===== config.mk =====
export PLATFORM = sky130hd
export DESIGN_NAME = multicycle_control
export DESIGN_NICKNAME = d
export VERILOG_FILES = /design/src/rtl/mips_ctrl_pkg.sv /design/src/rtl/alu_decoder.sv /design/src/rtl/multicycle_control.sv
export SDC_FILE = /design/constraint.sdc
export NUM_CORES = 1
export LEC_CHECK = 0
export CAP_MARGIN = 30
export CORE_MARGIN = 10
export CORE_UTILIZATION = 31
export CTS_BUF_LIST = sky130_fd_sc_hd__clkbuf_4 sky130_fd_sc_hd__clkbuf_8
export DETAILED_ROUTE_END_ITERATION = 10
export PLACE_DENSITY = 0.81
export SYNTH_ARGS = -nofsm -noshare
export SYNTH_HDL_FRONTEND = slang
export SYNTH_SLANG_ARGS = --single-unit
export TNS_END_PERCENT = 100

===== constraint.sdc =====
create_clock -name clk -period 1.95 [get_ports clk]
set_input_delay 0.2925 -clock clk [delete_from_list [all_inputs] [get_ports clk]]
set_output_delay 0.2925 -clock clk [all_outputs]
set_load 0.005 [all_outputs]

===== src/rtl/mips_ctrl_pkg.sv =====
// ============================================================================
// mips_ctrl_pkg: state, opcode, funct and ALU encodings shared by the control.
// Rev 1.0
// ============================================================================
`default_nettype none

package mips_ctrl_pkg;

  typedef enum logic [3:0] {
    ST_RESET    = 4'd0,
    ST_FETCH    = 4'd1,
    ST_DECODE   = 4'd2,
    ST_MEMADR   = 4'd3,
    ST_MEMREAD  = 4'd4,
    ST_MEMWB    = 4'd5,
    ST_MEMWRITE = 4'd6,
    ST_EXECUTE  = 4'd7,
    ST_ALUWB    = 4'd8,
    ST_BRANCH   = 4'd9,
    ST_ADDIEXEC = 4'd10,
    ST_ADDIWB   = 4'd11,
    ST_JUMP     = 4'd12
  } state_t;

  typedef enum logic [1:0] {
    ALUOP_ADD   = 2'b00,
    ALUOP_SUB   = 2'b01,
    ALUOP_FUNCT = 2'b10
  } alu_op_t;

  localparam logic [5:0] c_op_rtype = 6'b000000;
  localparam logic [5:0] c_op_lw    = 6'b100011;
  localparam logic [5:0] c_op_sw    = 6'b101011;
  localparam logic [5:0] c_op_beq   = 6'b000100;
  localparam logic [5:0] c_op_addi  = 6'b001000;
  localparam logic [5:0] c_op_j     = 6'b000010;

  localparam logic [5:0] c_fn_add = 6'b100000;
  localparam logic [5:0] c_fn_sub = 6'b100010;
  localparam logic [5:0] c_fn_and = 6'b100100;
  localparam logic [5:0] c_fn_or  = 6'b100101;
  localparam logic [5:0] c_fn_slt = 6'b101010;

  localparam logic [2:0] c_alu_add = 3'b010;
  localparam logic [2:0] c_alu_sub = 3'b110;
  localparam logic [2:0] c_alu_and = 3'b000;
  localparam logic [2:0] c_alu_or  = 3'b001;
  localparam logic [2:0] c_alu_slt = 3'b111;

endpackage

`default_nettype wire


===== src/rtl/alu_decoder.sv =====
// ============================================================================
// alu_decoder: maps (ALUOp, funct) to the 3-bit ALU operation.
// Rev 1.0
// ============================================================================
`default_nettype none

module alu_decoder
  import mips_ctrl_pkg::*;
(
  input  alu_op_t    alu_op,
  input  logic [5:0] funct,
  output logic [2:0] alu_control,
  output logic       funct_valid
);

  logic [2:0] funct_alu;

  always_comb begin
    funct_valid = 1'b1;
    funct_alu   = c_alu_add;
    case (funct)
      c_fn_add: funct_alu = c_alu_add;
      c_fn_sub: funct_alu = c_alu_sub;
      c_fn_and: funct_alu = c_alu_and;
      c_fn_or:  funct_alu = c_alu_or;
      c_fn_slt: funct_alu = c_alu_slt;
      default:  funct_valid = 1'b0;
    endcase

    case (alu_op)
      ALUOP_ADD: alu_control = c_alu_add;
      ALUOP_SUB: alu_control = c_alu_sub;
      default:   alu_control = funct_alu;
    endcase
  end

endmodule

`default_nettype wire


===== src/rtl/multicycle_control.sv =====
// ============================================================================
// multicycle_control: Moore FSM driving every datapath control of the core.
// Rev 1.0
// ============================================================================
`default_nettype none

module multicycle_control
  import mips_ctrl_pkg::*;
(
  input  logic        clk,
  input  logic        rst,
  input  logic [31:0] instruction,
  input  logic        overflow,
  output logic [1:0]  PCSource,
  output logic [1:0]  ALUSrcB,
  output logic        ALUSrcA,
  output logic        RegWrite,
  output logic        RegDst,
  output logic        PCWriteCond,
  output logic        PCWrite,
  output logic        IorD,
  output logic        MemRead,
  output logic        MemWrite,
  output logic        MemToReg,
  output logic        IRWrite,
  output logic [2:0]  ALUControl,
  output logic [3:0]  state,
  output logic        illegal,
  output logic        exception
);

  state_t     state_q, state_d;
  logic       ovf_flag_q, ovf_flag_d;
  alu_op_t    alu_op;
  logic       alu_en;
  logic [2:0] alu_ctrl_dec;
  logic       funct_valid;
  logic [5:0] opcode;
  logic [5:0] funct;
  logic       unused_instr_bits;

  assign opcode            = instruction[31:26];
  assign funct             = instruction[5:0];
  assign unused_instr_bits = ^instruction[25:6];
  assign state             = state_q;

  alu_decoder u_alu_decoder (
    .alu_op      (alu_op),
    .funct       (funct),
    .alu_control (alu_ctrl_dec),
    .funct_valid (funct_valid)
  );

  always_ff @(posedge clk or negedge rst) begin
    if (!rst) begin
      state_q    <= ST_RESET;
      ovf_flag_q <= 1'b0;
    end else begin
      state_q    <= state_d;
      ovf_flag_q <= ovf_flag_d;
    end
  end

  always_comb begin
    state_d     = state_q;
    ovf_flag_d  = ovf_flag_q;
    alu_op      = ALUOP_ADD;
    alu_en      = 1'b0;
    PCSource    = 2'b00;
    ALUSrcB     = 2'b00;
    ALUSrcA     = 1'b0;
    RegWrite    = 1'b0;
    RegDst      = 1'b0;
    PCWriteCond = 1'b0;
    PCWrite     = 1'b0;
    IorD        = 1'b0;
    MemRead     = 1'b0;
    MemWrite    = 1'b0;
    MemToReg    = 1'b0;
    IRWrite     = 1'b0;
    illegal     = 1'b0;
    exception   = 1'b0;

    case (state_q)
      ST_RESET: state_d = ST_FETCH;
      ST_FETCH: begin
        MemRead    = 1'b1;
        IRWrite    = 1'b1;
        PCWrite    = 1'b1;
        ALUSrcB    = 2'b01;
        alu_en     = 1'b1;
        ovf_flag_d = 1'b0;
        state_d    = ST_DECODE;
      end
      ST_DECODE: begin
        // The adder precomputes the branch target while the opcode is decoded.
        ALUSrcB = 2'b11;
        alu_en  = 1'b1;
        case (opcode)
          c_op_lw, c_op_sw: state_d = ST_MEMADR;
          c_op_beq:         state_d = ST_BRANCH;
          c_op_addi:        state_d = ST_ADDIEXEC;
          c_op_j:           state_d = ST_JUMP;
          c_op_rtype: begin
            illegal = ~funct_valid;
            state_d = funct_valid ? ST_EXECUTE : ST_FETCH;
          end
          default: begin
            illegal = 1'b1;
            state_d = ST_FETCH;
          end
        endcase
      end
      ST_MEMADR: begin
        ALUSrcA = 1'b1;
        ALUSrcB = 2'b10;
        alu_en  = 1'b1;
        state_d = (opcode == c_op_lw) ? ST_MEMREAD : ST_MEMWRITE;
      end
      ST_MEMREAD: begin
        IorD    = 1'b1;
        MemRead = 1'b1;
        state_d = ST_MEMWB;
      end
      ST_MEMWB: begin
        RegWrite = 1'b1;
        MemToReg = 1'b1;
        state_d  = ST_FETCH;
      end
      ST_MEMWRITE: begin
        IorD     = 1'b1;
        MemWrite = 1'b1;
        state_d  = ST_FETCH;
      end
      ST_EXECUTE: begin
        ALUSrcA = 1'b1;
        alu_op  = ALUOP_FUNCT;
        alu_en  = 1'b1;
        if (overflow && (funct == c_fn_add || funct == c_fn_sub)) ovf_flag_d = 1'b1;
        state_d = ST_ALUWB;
      end
      ST_ALUWB: begin
        RegDst    = 1'b1;
        RegWrite  = ~ovf_flag_q;
        exception = ovf_flag_q;
        state_d   = ST_FETCH;
      end
      ST_BRANCH: begin
        ALUSrcA     = 1'b1;
        alu_op      = ALUOP_SUB;
        alu_en      = 1'b1;
        PCSource    = 2'b01;
        PCWriteCond = 1'b1;
        state_d     = ST_FETCH;
      end
      ST_ADDIEXEC: begin
        ALUSrcA = 1'b1;
        ALUSrcB = 2'b10;
        alu_en  = 1'b1;
        if (overflow) ovf_flag_d = 1'b1;
        state_d = ST_ADDIWB;
      end
      ST_ADDIWB: begin
        RegWrite  = ~ovf_flag_q;
        exception = ovf_flag_q;
        state_d   = ST_FETCH;
      end
      ST_JUMP: begin
        PCSource = 2'b10;
        PCWrite  = 1'b1;
        state_d  = ST_FETCH;
      end
      default: state_d = ST_RESET;
    endcase

    // States that do not use the ALU report operation 000.
    ALUControl = alu_en ? alu_ctrl_dec : 3'b000;
  end

endmodule

`default_nettype wire


# After elaboration in Yosys (flattened, before gate mapping)
# Index checks and enable logic that the tools add are counted.
[classes] n_eq_ne=25 n_mux=28 bitwise=2 n_reduce_logical=18
[ops] op="$eq A6 B6 Y1 const B" n=7
[ops] op="$pmux W4 S7" n=1
[ops] op="$eq A4 B4 Y1 const B" n=5
[ops] op="$pmux W4 S5" n=1
[ops] op="$eq A4 B3 Y1 const B" n=4
[ops] op="$mux W1" n=15
[ops] op="$pmux W3 S4" n=1
[ops] op="$reduce_or A2 Y1" n=6
[ops] op="$reduce_or A5 Y1" n=2
[ops] op="$eq A4 B2 Y1 const B" n=2
[ops] op="$pmux W2 S2" n=2
[ops] op="$reduce_or A7 Y1" n=1
[ops] op="$eq A6 B2 Y1 const B" n=1
[ops] op="$eq A6 B3 Y1 const B" n=1
[ops] op="$eq A6 B4 Y1 const B" n=1
[ops] op="$logic_not A6 Y1" n=1
[ops] op="$mux W3" n=2
[ops] op="$pmux W2 S3" n=1
[ops] op="$pmux W3 S2" n=1
[ops] op="$reduce_or A6 Y1" n=1
[ops] op="$eq A4 B1 Y1 const B" n=1
[ops] op="$logic_not A4 Y1" n=1
[ops] op="$ne A2 B2 Y1 const B" n=2
[ops] op="$pmux W1 S2" n=2
[ops] op="10 further kinds" n=11
[word_totals] regBits=5 in_bits=35 out_inout_bits=23 elab_cells=75

# Longest topological paths before layout
# Gate-level depths: netlist of the first run.
[logic_depth] depth_word=6 ltp_mapped=5

# By module
# Synthesis of the first run repeated with hierarchy kept, for this count alone.
[hier_totals] cells_unflattened=96 area_unflattened_um2=715.7
[by_module_without_submodules] mod="multicycle_control" instances=1 cells_each=85 area_per_inst_um2=606.8 seq_area_each_um2=125.1
[by_module_without_submodules] mod="alu_decoder" instances=1 cells_each=11 area_per_inst_um2=108.9 seq_area_each_um2=0.0

# Worst setup path after synthesis of the first run
# OpenSTA, ideal clock, no wires.
[synth_timing] path_type="input to output" start="input instruction[26]" end="output illegal" t_arrival_ps=1453 required_time_ps=1657 setup_slack_ps=205 path_stages=3 path_cell_list="or4_4 > or4_1 > a21oi_1"
[synth_via] elab_chain_len=4 word_cells_on_any_way=9 classes_between="5 x eq/ne; 2 x mux; 2 x reduce/logical"
[synth_lines] element="start, declared" line_no="multicycle_control.sv:12" rtl="input logic [31:0] instruction,"
[synth_lines] element="$eq A6 B6 Y1, or another cell as far along" line_no="multicycle_control.sv:99" rtl="case (opcode)"
[synth_lines] element="$reduce_or A5 Y1 (no source line)"
[synth_lines] element="$pmux W1 S2 *" line_no="multicycle_control.sv:99"
[synth_lines] element="$mux W1 *" line_no="multicycle_control.sv:84" rtl="case (state_q)"
[synth_lines] element="end, declared" line_no="multicycle_control.sv:28" rtl="output logic illegal,"
# Mark *: on every way between the ends. The rest lies on a longest branch, timed or not.

# Worst setup path after layout of the first run
# Ends and elaborated chain as after synthesis.

==> flow_summary.json, run 1 <==
{
  "status": "complete, but fails checks",
  "failed_checks": "setup timing",
  "ys_warn_count": 0,
  "vias": 952,
  "cp.arrival_ns": 1.69,
  "cts-root-buf": "clkbuf_4",
  "hold_class": "in -> async",
  "die_h_um": 65.19,
  "fin_cells": 176,
  "htreeDepth": 1,
  "p_leak_nw": 0.6904,
  "rsz0062_at_grt": "yes",
  "powerDensity_nw_per_um2": 1169,
  "avgSynthCellArea_um2": 7.277,
  "grt_antenna_before_repair": 0,
  "grt_usage_pct": 14.14,
  "clkSinkCount": 5,
  "path_clk_slew_ns": 0.06,
  "critical_path_class": "in -> out",
  "post_synth_main_area_contributors": "dfrtp_1, nand2b_1, a21oi_1",
  "finalHoldViolations": 0,
  "ir_worst_vdd_mv": 0.9907,
  "grt_start_max_net_pins": 16,
  "report.final.setup_viol": 1,
  "dieArea_um2": 4250,
  "drt_pass1_iterations": 4,
  "internal_power_w": 0.0009178,
  "period_share_pct": 101.8,
  "synthArstFlopShare_pct": 100.0,
  "finalWirelength_um": 3119,
  "drc_errors": 0,
  "synth_nets": 122,
  "core_area_um2": 1942,
  "synth-seq-cells": 5,
  "p_sw_w": 0.0006770,
  "grt_pass1_vias": 972,
  "final_area_um2": 1364,
  "maxCapViolations": 0,
  "ys_types": 37,
  "synth_common_cells": "nor2_1, nand2b_1, a21oi_1",
  "crit_fanout": 2,
  "yosysTopAreaCell": "dfrtp_1",
  "combPwrFrac_pct": 78.9,
  "period_needed_ns": 1.985,
  "setup_slack_ns": -0.03458,
  "synth-edff-count": 0,
  "cts_tree": "built",
  "pwr-share-seq_pct": 11.4,
  "initial_core_util_pct": 32.60,
  "skew_ns": 0.01012,
  "portBuffers": 37,
  "slew-limit-headroom_pct": 78.08,
  "numPlacedInstances": 168,
  "wl_per_cell_um": 17.72,
  "n_antenna_cell": 0,
  "yosysMostFrequentCell": "nor2_1",
  "place_area_um2": 1180,
  "slowest_stage": "or4_4",
  "crit_buf_inv": 2,
  "cts_buffer_depth": 2,
  "clk_latency_ns": 0.27,
  "ioPinCount": 58,
  "dpl_worst_slack_ns": -0.7966,
  "path_common_cell": "or4_4",
  "overflow": 0,
  "die_w_um": 65.19,
  "finalCoreUtilization_pct": 70.23,
  "antenna_left": 0,
  "p_sw_share_pct": 42.45,
  "end_kind": "output pin",
  "clockPowerShare_pct": 9.7,
  "drive_gt1_share_pct": 42.28,
  "synth_ff_type": "dfrtp_1",
  "synth-seq-area-share_pct": 19.76,
  "path_cells": "buf_6, or4_4, or4_4, a21oi_2, buf_2",
  "cpPeakStageDelay_ns": 0.53,
  "fmax_ghz": 0.5039,
  "cts-hold-fix-buffers": 0,
  "worst_setup_path_start_kind": "primary input",
  "grt_pass1_wl_um": 4864,
  "place.detailed.hpwl_um": 2272,
  "cts_buffers": 3,
  "rows": 16,
  "viasPerCell": 5.409,
  "syn_area_um2": 633.1,
  "drtIter0Drc": 58,
  "worstPathRequired_ns": 1.66,
  "gp_congestion": 0.7984,
  "synth_cells": 87,
  "synth_top_area_share_pct": 19.76,
  "critPathTopFamily": "simple AND/OR/NAND/NOR gates",
  "syn2layout_area_growth_pct": 115.4,
  "nNetsFinal": 185,
  "drv_slew": 0,
  "tightest_slew_ns": 0.3258,
  "rrSetupSlack_ns": 0.24
}
## layout by cell type, fill, tap and decap left out, types with 3 or more instances in the layout
cell type	instances
buf_4	25
dlygate4sd2_1	11
dlymetal6s2s_1	9
clkdlybuf4s50_1	9
nor2_1	7
nand2b_4	5
a21oi_1	5
nand2_1	5
buf_6	5
o21ai_0	4
o22ai_1	4
clkbuf_4	4
dfrtp_1	4
clkbuf_2	3
buf_2	3
## cell families after synthesis
family	count (synthesis)	synth area share, %
simple gates	41	36.76
compound gates	26	27.28
buf+inv	9	7.116
flops	5	19.76
xor+xnor	3	4.151
mux	2	3.360
fa+ha+maj	1	1.581
## power groups by stage
stage / logic, W / registers, W / clock network, W
3_3_place_gp: 0.00111 / 0.000170 / 0
6_report: 0.00126 / 0.000182 / 0.000154
5_1_grt: 0.00135 / 0.000188 / 0.000161
2_1_floorplan: 0.000482 / 0.000180 / 0
3_5_place_dp: 0.00113 / 0.000171 / 0
4_1_cts: 0.00123 / 0.000173 / 0.000146
## final timing paths
| kind | startpoint | endpoint | depth (start not counted) |
|---|---|---|---|
| setup reg to reg | state[1] | state[1] | 5 |
| max in group asynchronous | rst | state[0] | 1 |
| setup / recovery | instruction[26] | illegal | 5 |
| hold reg to reg | ovf_flag_q | ovf_flag_q | 2 |
| min in group clk | instruction[28] | state[2] | 5 |
| hold / removal | rst | ovf_flag_q | 1 |
## area by class of cell
| type | count | area, um2 |
|---|---|---|
| well taps | 27 | 33.78 |
| inverters | 2 | 7.507 |
| fillers | 159 | 578.1 |
| clock buffers | 4 | 30.03 |
| multi-input cells | 73 | 593.1 |
| repair buffers | 65 | 573.1 |
| flip-flops and latches | 5 | 126.4 |
## registers in the layout (all words and copies together), names as in the netlist
name,count
state,4
ovf_flag_q,1
## per-stage QoR
step                hold slack (ns)  TNS (ns)  total power [W]
finish                       0.2416  -0.03458         0.001595
global route                 0.2560  -0.06514         0.001698
CTS                          0.2651   -0.2147         0.001550
detailed placement           0.5356    -2.278         0.001297
global placement             0.5224    -1.977         0.001282
floorplan                 -0.003091         0        0.0006617
## layer usage
layer	vias to the layer above	GRT usage, %	part of all wire (%)
li1	458	-	-
met1	451	15.16	39
met2	38	24.88	52
met3	5	5.763	7.5
met4	0	4.011	1.2
met5	-	0	0
## repair_timing
action                     CTS  global route
pin swaps                    5             7
setup buffers                2             2
gates resized for setup     56            22
setup endpoints to repair   17            10
(Power assumes the default switching activity.)
==> inputs of run 2 (changes only) <==
- PLACE_DENSITY: 0.81 -> 0.87
==> run 2 against run 1 <==
Net effect: the run still ends with setup timing left; design area decreased by 1.1%; highest routed layer unchanged; worst setup slack got worse by 0.031 ns; largest power group unchanged; critical endpoint unchanged; largest cell class unchanged; hold slack improved by 0.034 ns; clock-buffer cell count unchanged; power increased by 3.7%; first-iteration DRC count decreased by 36%; wire length increased by 0.74%; flip-flop and latch count unchanged; clock skew decreased by 0.0063 ns; cell count unchanged; global-route usage decreased by 0.56 points; critical path depth unchanged.
==> flow_summary.json, run 2 (synthesis gave the netlist of run 1 again) <==
{
  "status": "complete, but fails checks",
  "failed_checks": "setup timing",
  "final_area_um2": 1349,
  "rrSetupSlack_ns": 0.35,
  "holdWs_ns": 0.2752,
  "powerDensity_nw_per_um2": 1226,
  "grt_antenna_before_repair": 0,
  "dpl_worst_slack_ns": -0.7509,
  "final.fill_count": 144,
  "path_cells": "clkdlybuf4s15_1, or4_4, or4_4, a21oi_2, buf_2",
  "worst_setup_path_start_kind": "primary input",
  "largest_reg_flops": 4,
  "place_area_um2": 1165,
  "clkSinkCount": 5,
  "viasPerCell": 5.597,
  "grt_usage_pct": 13.59,
  "maxCapViolations": 0,
  "gp_congestion": 0.8554,
  "ir_worst_vdd_mv": 0.7989,
  "die_h_um": 65.19,
  "overflow": 0,
  "tightest_slew_ns": 0.3915,
  "final_cell_mix": "buf_4, clkdlybuf4s50_1, dlygate4sd2_1",
  "worstPathRequired_ns": 1.66,
  "period_needed_ns": 2.016,
  "path_clk_slew_ns": 0.05,
  "crit_fanout": 2,
  "portBuffers": 37,
  "place.detailed.hpwl_um": 2145,
  "grt_pass1_wl_um": 4761,
  "syn2layout_area_growth_pct": 113.0,
  "cts_buffer_depth": 2,
  "slowest_stage": "or4_4",
  "finalHoldViolations": 0,
  "cts-root-buf": "clkbuf_4",
  "r2r_cells": 6,
  "drtIter0Drc": 37,
  "worst_r2r_endpoint": "state[1]",
  "path_common_cell": "or4_4",
  "n_antenna_cell": 0,
  "rsz0062_at_grt": "yes",
  "drc_errors": 0,
  "clk_latency_ns": 0.24,
  "critical_path_class": "in -> out",
  "grt_pass1_vias": 1043,
  "drv_slew": 0,
  "final_common_cell": "buf_4",
  "drive_gt1_share_pct": 38.93,
  "r2r-start": "state[2]",
  "hold_class": "in -> async",
  "rows": 16,
  "nNetsFinal": 185,
  "ioPinCount": 58,
  "cp.arrival_ns": 1.72,
  "cts_tree": "built",
  "setup_slack_ns": -0.06605,
  "die_w_um": 65.19,
  "total_power_w": 0.001654,
  "vias": 985,
  "fin_tns_setup_ns": -0.06610,
  "cts-hold-fix-buffers": 0,
  "wl_per_cell_um": 17.85,
  "fmax_ghz": 0.4960,
  "cpPeakStageDelay_ns": 0.50,
  "end_kind": "output pin",
  "p_leak_nw": 0.6431,
  "grt_start_max_net_pins": 16,
  "report.final.setup_viol": 2,
  "core_area_um2": 1942,
  "period_share_pct": 103.4,
  "skew_ns": 0.003854,
  "antenna_left": 0,
  "slew-limit-headroom_pct": 73.66,
  "dieArea_um2": 4250,
  "initial_core_util_pct": 32.60,
  "cts_buffers": 3,
  "finalWirelength_um": 3142,
  "drt_pass1_iterations": 5,
  "htreeDepth": 1
}
## run 2: changes by cell type in the layout (fill, tap and decap cells not counted), sizes merged
cell,change
dlymetal6s2s,-5
buf,-2
dlygate4sd2,+1
clkdlybuf4s15,+2
clkbuf,-1
clkdlybuf4s50,+5
## run 2: area by class of cell
class | count | area (um2) | share of cell area [%]
Clock buffer | 4 | 30.03 | 2.226
Inverter | 2 | 7.507 | 0.5566
Multi-Input combinational cell | 73 | 583.1 | 43.23
Sequential cell | 5 | 125.1 | 9.276
Tap cell | 27 | 33.78 | 2.505
Timing Repair Buffer | 65 | 569.3 | 42.21
## run 2: through the flow
step | utilization [%] | std cells
2_1_floorplan | - | 87
3_3_place_gp | 59.99 | 166
3_5_place_dp | 59.99 | 166
4_1_cts | 67.46 | 176
5_1_grt | 69.46 | 176
6_report | 69.46 | 176
## run 2: routing by layer
layer	vias to the layer above	track usage, %	part of all wire (%)
met3	8	4.407	8.7
li1	451	-	-
met1	465	14.77	38
met2	61	25.12	52
met5	-	0	0
met4	0	2.406	0.83
## run 2: critical path: cells and delay by family
family                 cells  cell delay [ns]
buffers and inverters      2             0.32
AND/OR/NAND/NOR            2             1.00
AO/OA/AOI/OAI              1             0.12
## run 2: power breakdown
group          switching, W  leakage (nW)  internal [W]
logic              0.000613         0.561      0.000716
registers         0.0000453        0.0637      0.000143
clock network     0.0000451        0.0184     0.0000914
total              0.000704         0.643      0.000950
## run 2: timing repair
| item | CTS | global route |
|---|---|---|
| setup buffers | 6 | 0 |
| endpoints found under the setup margin | 16 | 10 |
| resized for setup | 50 | 14 |
| pin swaps | 6 | 3 |
## run 2: worst max-delay path by stage
stage / start / slack, ns / to
6_report: instruction[31] / -0.07 / illegal
3_5_place_dp: instruction[26] / -0.75 / illegal
3_3_place_gp: instruction[26] / -0.71 / illegal
5_1_grt: instruction[1] / -0.12 / illegal
2_1_floorplan: instruction[26] / 0.20 / illegal
4_1_cts: instruction[28] / -0.11 / illegal
